`config.mk`:
```
export PLATFORM = sky130hd
export DESIGN_NAME = stream_minmax_ctrl
export DESIGN_NICKNAME = d
export VERILOG_FILES = /design/src/rtl/stream_stats_pkg.sv /design/src/rtl/mag_cmp8.sv /design/src/rtl/stream_minmax_ctrl.sv
export SDC_FILE = /design/constraint.sdc
export NUM_CORES = 1
export LEC_CHECK = 0
export CAP_MARGIN = 15
export CORE_UTILIZATION = 55
export DETAILED_ROUTE_END_ITERATION = 12
export PLACE_DENSITY = 0.85
export SYNTH_ARGS = -nofsm -noshare
export SYNTH_HDL_FRONTEND = slang
export SYNTH_HIERARCHICAL = 1
export SYNTH_SLANG_ARGS = --single-unit
```
`constraint.sdc`:
```
create_clock -name clk -period 6.3 [get_ports clk]
set_input_delay 0.63 -clock clk [delete_from_list [all_inputs] [get_ports clk]]
set_output_delay 0.63 -clock clk [all_outputs]
set_load 0.05 [all_outputs]
```
`src/rtl/stream_stats_pkg.sv`:
```
// Shared types for the stream min/max statistics block: controller states and sample width.
package stream_stats_pkg;
    localparam int DATA_W = 8;

    typedef enum logic [2:0] {
        IDLE,
        FIRST,
        ACCEPT,
        CMP_MAX,
        CMP_MIN,
        DONE
    } state_t;
endpackage

```
`src/rtl/mag_cmp8.sv`:
```
// Combinational unsigned magnitude comparator; zero latency, exactly one of eq/gt/lt is high.
module mag_cmp8
    import stream_stats_pkg::*;
(
    input  logic [DATA_W-1:0] i_a,
    input  logic [DATA_W-1:0] i_b,
    output logic              o_eq,
    output logic              o_gt,
    output logic              o_lt
);
    assign o_eq = (i_a == i_b);
    assign o_gt = (i_a >  i_b);
    assign o_lt = (i_a <  i_b);
endmodule

```
`src/rtl/stream_minmax_ctrl.sv`:
```
// Frame min/max/count over a byte stream using one shared comparator; 3 cycles per sample after the first.
// Result held in DONE until out_ready; in_ready is decoded from state alone and drops during compares.
module stream_minmax_ctrl
    import stream_stats_pkg::*;
#(
    parameter int COUNT_W = 8
) (
    input  logic               clk,
    input  logic               rst_n,
    input  logic               start,
    input  logic               in_valid,
    input  logic [DATA_W-1:0]  in_data,
    input  logic               in_last,
    output logic               in_ready,
    output logic               out_valid,
    input  logic               out_ready,
    output logic [DATA_W-1:0]  min_val,
    output logic [DATA_W-1:0]  max_val,
    output logic [COUNT_W-1:0] count,
    output logic               count_sat,
    output logic               busy
);
    state_t              r_state;
    state_t              w_next;
    logic [DATA_W-1:0]   r_min;
    logic [DATA_W-1:0]   r_max;
    logic [DATA_W-1:0]   r_hold;
    logic                r_last;
    logic [COUNT_W-1:0]  r_count;
    logic                r_sat;
    logic [DATA_W-1:0]   w_cmp_b;
    logic                w_eq;
    logic                w_gt;
    logic                w_lt;
    logic                w_hs;

    // Operand b follows the compare pass; a is always the held sample.
    assign w_cmp_b = (r_state == CMP_MIN) ? r_min : r_max;

    mag_cmp8 u_cmp (
        .i_a  (r_hold),
        .i_b  (w_cmp_b),
        .o_eq (w_eq),
        .o_gt (w_gt),
        .o_lt (w_lt)
    );

    assign in_ready  = (r_state == FIRST) || (r_state == ACCEPT);
    assign out_valid = (r_state == DONE);
    assign busy      = (r_state != IDLE);
    assign w_hs      = in_valid && in_ready;

    assign min_val   = r_min;
    assign max_val   = r_max;
    assign count     = r_count;
    assign count_sat = r_sat;

    always_ff @(posedge clk) begin
        if (!rst_n) begin
            r_state <= IDLE;
        end else begin
            r_state <= w_next;
        end
    end

    always_comb begin
        w_next = r_state;
        case (r_state)
            IDLE:    if (start) w_next = FIRST;
            FIRST:   if (w_hs) w_next = in_last ? DONE : ACCEPT;
            ACCEPT:  if (w_hs) w_next = CMP_MAX;
            CMP_MAX: w_next = CMP_MIN;
            CMP_MIN: w_next = r_last ? DONE : ACCEPT;
            DONE:    if (out_ready) w_next = IDLE;
            default: w_next = IDLE;
        endcase
    end

    always_ff @(posedge clk) begin
        if (!rst_n) begin
            r_min   <= '0;
            r_max   <= '0;
            r_hold  <= '0;
            r_last  <= 1'b0;
            r_count <= '0;
            r_sat   <= 1'b0;
        end else begin
            case (r_state)
                FIRST: begin
                    if (w_hs) begin
                        r_min   <= in_data;
                        r_max   <= in_data;
                        r_count <= COUNT_W'(1);
                        r_sat   <= 1'b0;
                    end
                end
                ACCEPT: begin
                    if (w_hs) begin
                        r_hold <= in_data;
                        r_last <= in_last;
                    end
                end
                CMP_MAX: begin
                    if (w_gt) r_max <= r_hold;
                end
                CMP_MIN: begin
                    if (w_lt) r_min <= r_hold;
                    // The sample is counted once both passes are done; the counter sticks at all-ones.
                    if (&r_count) r_sat <= 1'b1;
                    else          r_count <= r_count + COUNT_W'(1);
                end
                default: ;
            endcase
        end
    end

    a_cmp_onehot: assert property (@(posedge clk) disable iff (!rst_n)
        $onehot({w_eq, w_gt, w_lt}));
endmodule
```
Word-level counts from Yosys, hierarchy flattened
Cells that the tools add are included.
{"block": "word_totals", "word_cells": 55, "out_inout_bits": 28, "regBits": 37}
{"block": "classes", "add_sub_neg": 1, "eq_ne": 13, "order_cmp": 2, "mux": 19, "reduce_logical": 13}
{"cell": "$mux 8", "n": 6}
{"cell": "$pmux 8 s2", "n": 3}
{"cell": "$mux 3", "n": 6}
{"cell": "$pmux 3 s6", "n": 1}
{"cell": "$reduce_and 3->1", "n": 4}
{"cell": "$add 8x1->8 const B", "n": 1}
{"cell": "$gt 8x8->1", "n": 1}
{"cell": "$lt 8x8->1", "n": 1}
{"cell": "$ne 2x1->1 const B", "n": 4}
{"cell": "$ne 2x2->1 const B", "n": 4}
{"cell": "$reduce_and 8->1", "n": 1}
{"cell": "$eq 3x2->1 const B", "n": 2}
{"cell": "$eq 3x3->1 const B", "n": 2}
{"cell": "$reduce_and 4->1", "n": 1}
{"cell": "$reduce_bool 2->1", "n": 2}
{"cell": "$eq 3x1->1 const B", "n": 1}
{"cell": "$logic_not 3->1", "n": 1}
{"cell": "$reduce_bool 3->1", "n": 1}
{"cell": "$mux 1", "n": 2}
{"cell": "$pmux 1 s2", "n": 1}
{"cell": "$reduce_and 2->1", "n": 1}
{"cell": "$logic_and 1x1->1", "n": 1}
{"cell": "$logic_or 1x1->1", "n": 1}

Logic depth before layout (Yosys ltp)
{"block": "logic_depth", "ltp_word": 5, "depth_mapped": 17}

Hierarchy
Netlist, hierarchy kept.
{"mod": "stream_minmax_ctrl", "cells_per_inst": 228, "area_each_um2": 1804.2, "seq_area_each_um2": 740.7, "n_inst": 1}
{"mod": "mag_cmp8", "cells_per_inst": 29, "area_each_um2": 225.2, "seq_area_each_um2": 0.0, "n_inst": 1}

Least setup slack after synthesis
OpenSTA, ideal clock, no wires.
{"block": "synth_timing", "kind": "register to register", "startpoint": "reg r_state[2]", "endpoint": "reg r_min[3], in the netlist min_val[3]", "period_less_slack_ns": 2.770, "path_stages_with_launch": 18, "arrival_ns": 2.696, "setup_slack_ns": 3.530, "required_time_ns": 6.226, "setup_time_ns": 0.074, "cell_sequence": "dfxtp_1 -> inv_2 -> or3_1 -> buf_2 -> buf_2 -> nand2_1 -> nand2_1 -> inv_1 -> ha_1 -> nor2b_4 -> o211ai_2 -> a21oi_2 -> nor2_1 -> inv_1 -> o41ai_4 -> buf_4 -> o21ai_1 -> a31oi_1"}
{"block": "synth_between", "elab_chain_len": 5, "elab_cells_between_ends": 12}
{"element": "start: declaration", "line": "stream_minmax_ctrl.sv:23", "source": "state_t r_state;"}
{"element": "start signal: assignment", "line": "stream_minmax_ctrl.sv:62", "source": "r_state <= w_next;"}
{"element": "$eq 3x3->1", "line": "stream_minmax_ctrl.sv:38", "source": "assign w_cmp_b = (r_state == CMP_MIN) ? r_min : r_max;"}
{"element": "$mux 8", "line": "stream_minmax_ctrl.sv:38"}
{"element": "via w_cmp_b[1]", "line": "stream_minmax_ctrl.sv:31", "source": "logic [DATA_W-1:0] w_cmp_b;"}
{"element": "$lt 8x8->1", "line": "mag_cmp8.sv:13", "source": "assign o_lt = (i_a < i_b);"}
{"element": "via w_lt", "line": "stream_minmax_ctrl.sv:34", "source": "logic w_lt;"}
{"element": "$ne 2x1->1 (no line)"}
{"element": "$reduce_and 3->1 (no line)"}
{"element": "end signal: assignment", "line": "stream_minmax_ctrl.sv:91", "source": "r_min <= in_data;"}
{"element": "end signal: assignment", "line": "stream_minmax_ctrl.sv:107", "source": "if (w_lt) r_min <= r_hold;"}
{"element": "end: declaration", "line": "stream_minmax_ctrl.sv:25", "source": "logic [DATA_W-1:0] r_min;"}
The timed path passes the listed nets, and every way through them passes these cells.
A chain may end at the register's enable or synchronous reset.

Worst setup path after layout
{"block": "layout_timing", "startpoint": "reg r_state[1]", "endpoint": "reg r_min[6], in the netlist min_val[6]"}
Same word-level chain as after synthesis.

==> results.py <==
metrics = {
    "synth": {
        "synthAdderAreaFrac_pct": 5.55,
        "synth_compound_area_share_pct": 21.5,
        "ys_seq_area_share_pct": 36.5,
        "synth_simple_gate_area_share_pct": 24.0,
        "ys_warn_count": 6,
        "synth-edff-count": 0,
        "ys_ff_latch": 37,
        "synthFlopType": "dfxtp_1",
        "netlist_area_mm2": 0.00203,
        "synth_top_family_by_area": "simple AND/OR/NAND/NOR gates",
        "ys_top_cells_by_area": "dfxtp_1, nand2_1, ha_1, a21oi_1, mux2i_1",
        "synthCells": 257,
        "syn_avg_cell_area_um2": 7.90,
        "async_flop_share_pct": 0,
        "yosys.area.top_type": "dfxtp_1",
        "synth_nets": 280,
        "synth_top_area_share_pct": 36.5,
        "synth_cell_type_count": 47,
        "muxShareOfSynthArea_pct": 4.93,
        "synth_xor_area_share_pct": 1.73,
    },
    "min_path": {
        "min_path_type": "reg -> reg",
        "holdCritStartpoint": "r_last$_SDFFE_PN0P_",
        "holdPathEnd": "r_last$_SDFFE_PN0P_",
        "hold_depth": 2,
    },
    "cts": {
        "cts_tree": "yes",
        "clk_latency_ns": 0.29,
        "cts.repair.resized": 0,
        "h-tree-depth": 2,
        "cts.sinks": 37,
        "path_clk_slew_ns": 0.07,
        "root_buffer": "clkbuf_8",
        "post_cts_buffers": 0,
        "cts_made_buffers": 5,
        "cts.path.max_buffers": 2,
        "holdBufCountCts": 0,
    },
    "setup_path": {
        "worstSetupPathType": "reg -> reg",
        "worstRegToRegCells": 13,
        "worstPathMaxFanout": 18,
        "crit_required_ns": 6.52,
        "arrival_ns": 3.68,
        "endpoint_kind": "register",
        "rrSetupSlack_ns": 2.84,
        "r2r_end": "min_val[6]$_SDFFE_PN0P_",
        "rr_startpoint": "r_state[1]$_SDFFE_PN0P_",
        "startpoint_type": "register",
    },
    "pwr": {
        "switchingPower_uw": 193,
        "p_int_uw": 394,
        "seq_power_share_pct": 44.7,
        "power-per-cell-area_mw_per_mm2": 233,
        "clockPowerShare_pct": 28.5,
        "p_leak_uw": 0.00103,
        "comb_power_share_pct": 26.8,
        "switching_share_pct": 32.9,
        "ir_drop_uv": 145,
    },
    "job": {
        "max-cap-violations": 0,
    },
    "global_route": {
        "antenna_found_initial": 0,
        "grt_use_total_pct": 25.6,
        "overflow": 0,
        "grt_max_degree": 24,
        "grt_pass1_wl_um": 7870,
        "grt_pass1_vias": 1786,
    },
    "placed_design": {
        "gp_routability_congestion": 0.793,
        "placed_area_mm2": 0.00244,
        "dp.cells": 333,
        "dp_hpwl_um": 3270,
        "io_buffers": 41,
    },
    "finish": {
        "fin_nets": 317,
        "final_common_cell": "nand2_1",
        "area_delta_synth_final_pct": 24.5,
        "stdcell_area_mm2": 0.00253,
        "mostFrequentLayoutCells": "nand2_1, clkdlybuf4s50_1, dfxtp_1, a21oi_1, o21ai_0",
        "drive_above_1_share_pct": 5.78,
        "final_cells": 340,
        "antenna_cells": 0,
        "fillers": 271,
    },
    "sta": {
        "setup_viol_count_final": 0,
        "max_freq_mhz": 289,
        "hold_viol": 0,
        "finClkSkew_ns": 0.00425,
        "post-route-min-period_ns": 3.46,
        "setup_tns_ns": 0,
        "slew_violations": 0,
        "rsz0062_at_grt": "false",
        "maxSlewHeadroom_pct": 43.0,
        "finalCritPeriodShare_pct": 54.9,
        "tightest_slew_ns": 0.851,
    },
    "floorplanning": {
        "fp.dieW_um": 62.7,
        "coreArea_mm2": 0.00344,
        "start_util_pct": 59.0,
        "die_area_mm2": 0.00394,
        "io_pins": 42,
        "fp-row-count": 21,
        "die_h_um": 62.7,
    },
    "route": {
        "drtIter0Drc": 221,
        "wl_per_cell_um": 14.1,
        "drtPass1Iterations": 4,
        "drc_errors": 0,
        "routed_wirelength_um": 4790,
        "vias": 1930,
        "antenna_left": 0,
        "post_drt_via_cell_ratio": 5.68,
    },
    "outcome": {
        "outcome": "complete, no violations",
    },
}
critical path, stage by stage, from the launching register on:
cell	delay (ns)
dfxtp_1	0.67
or3_1	0.60
nand2_1	0.12
nand2_1	0.09
inv_1	0.04
ha_1	0.28
nor2b_4	0.13
o211ai_2	0.14
a21oi_2	0.07
nor2_1	0.10
inv_1	0.07
o41ai_4	0.69
o21ai_0	0.19
a31oi_1	0.19
cell usage after synthesis (all sizes together), types with 3 or more instances:
cell type	n
clkbuf	4
a31oi	9
buf	8
nand2	64
nor2	13
inv	14
and3	3
nand2b	3
nand3	4
a21oi	23
dfxtp	37
nand4	5
or3	3
ha	9
mux2i	10
nor2b	3
o21ai	19
flip-flops by register name, indices dropped and copies added (netlist names):
name,cells
count,8
r_hold,8
r_state,3
min_val,8
r_last,1
count_sat,1
max_val,8
cell families (layout without fill, tap and decap cells):
family                     after synthesis  count (layout)
and+or+nand+nor                        104             104
AOI/OAI and AO/OA                       67              67
DFF                                     37              37
buffers and inverters                   26              63
muxes                                   10              10
adders and majority gates                9               9
xor gates and xnor gates                 4               4
worst max-delay path by stage:
| stage | startpoint | end | slack [ns] | cells after the start |
|---|---|---|---|---|
| final | r_state[1]$_SDFFE_PN0P_ | min_val[6]$_SDFFE_PN0P_ | 2.84 | 13 |
| after global routing | r_state[1]$_SDFFE_PN0P_ | min_val[4]$_SDFFE_PN0P_ | 2.56 | 12 |
| after floorplan | r_state[2]$_SDFFE_PN0P_ | min_val[3]$_SDFFE_PN0P_ | 3.53 | 17 |
| after detailed placement | r_state[1]$_SDFFE_PN0P_ | min_val[6]$_SDFFE_PN0P_ | 2.88 | 13 |
| after CTS | r_state[1]$_SDFFE_PN0P_ | min_val[6]$_SDFFE_PN0P_ | 2.86 | 13 |
| after global placement | r_state[1]$_SDFFE_PN0P_ | min_val[5]$_SDFFE_PN0P_ | 3.12 | 13 |
through the flow:
stage / hold WS [ns] / total power (uW) / util [%] / setup WS [ns]
CTS: 0.473 / 589 / 73.4 / 2.86
global route: 0.503 / 615 / 73.4 / 2.56
floorplan: 0.445 / 378 / - / 3.53
detailed placement: 0.463 / 424 / 70.9 / 2.88
global placement: 0.459 / 421 / 70.9 / 3.12
finish: 0.472 / 587 / 73.4 / 2.84
power groups by stage:
stage               sequential (uW)  clock, uW  combinational [uW]
floorplan                       298          0                79.7
global placement                267          0                 154
detailed placement              267          0                 157
CTS                             262        169                 158
global route                    265        182                 169
finish                          263        167                 158
final cells by class:
type,instances,area (um^2),area share [%]
clock buffers,7,86.3,3.42
inverters,14,52.6,2.08
flip-flops and latches,37,741,29.3
repair buffers,42,418,16.5
multi-input cells,194,1170,46.4
well taps,46,57.6,2.28
per-layer routing:
layer | vias to the layer above | GRT usage (%) | wire, um
li1 | 972 | - | -
met1 | 882 | 31.4 | 2220
met2 | 64 | 40.6 | 2220
met3 | 12 | 8.03 | 261
met4 | 0 | 11.9 | 85
met5 | - | 0 | 0
Note: power is estimated with default switching activity, not from simulation.
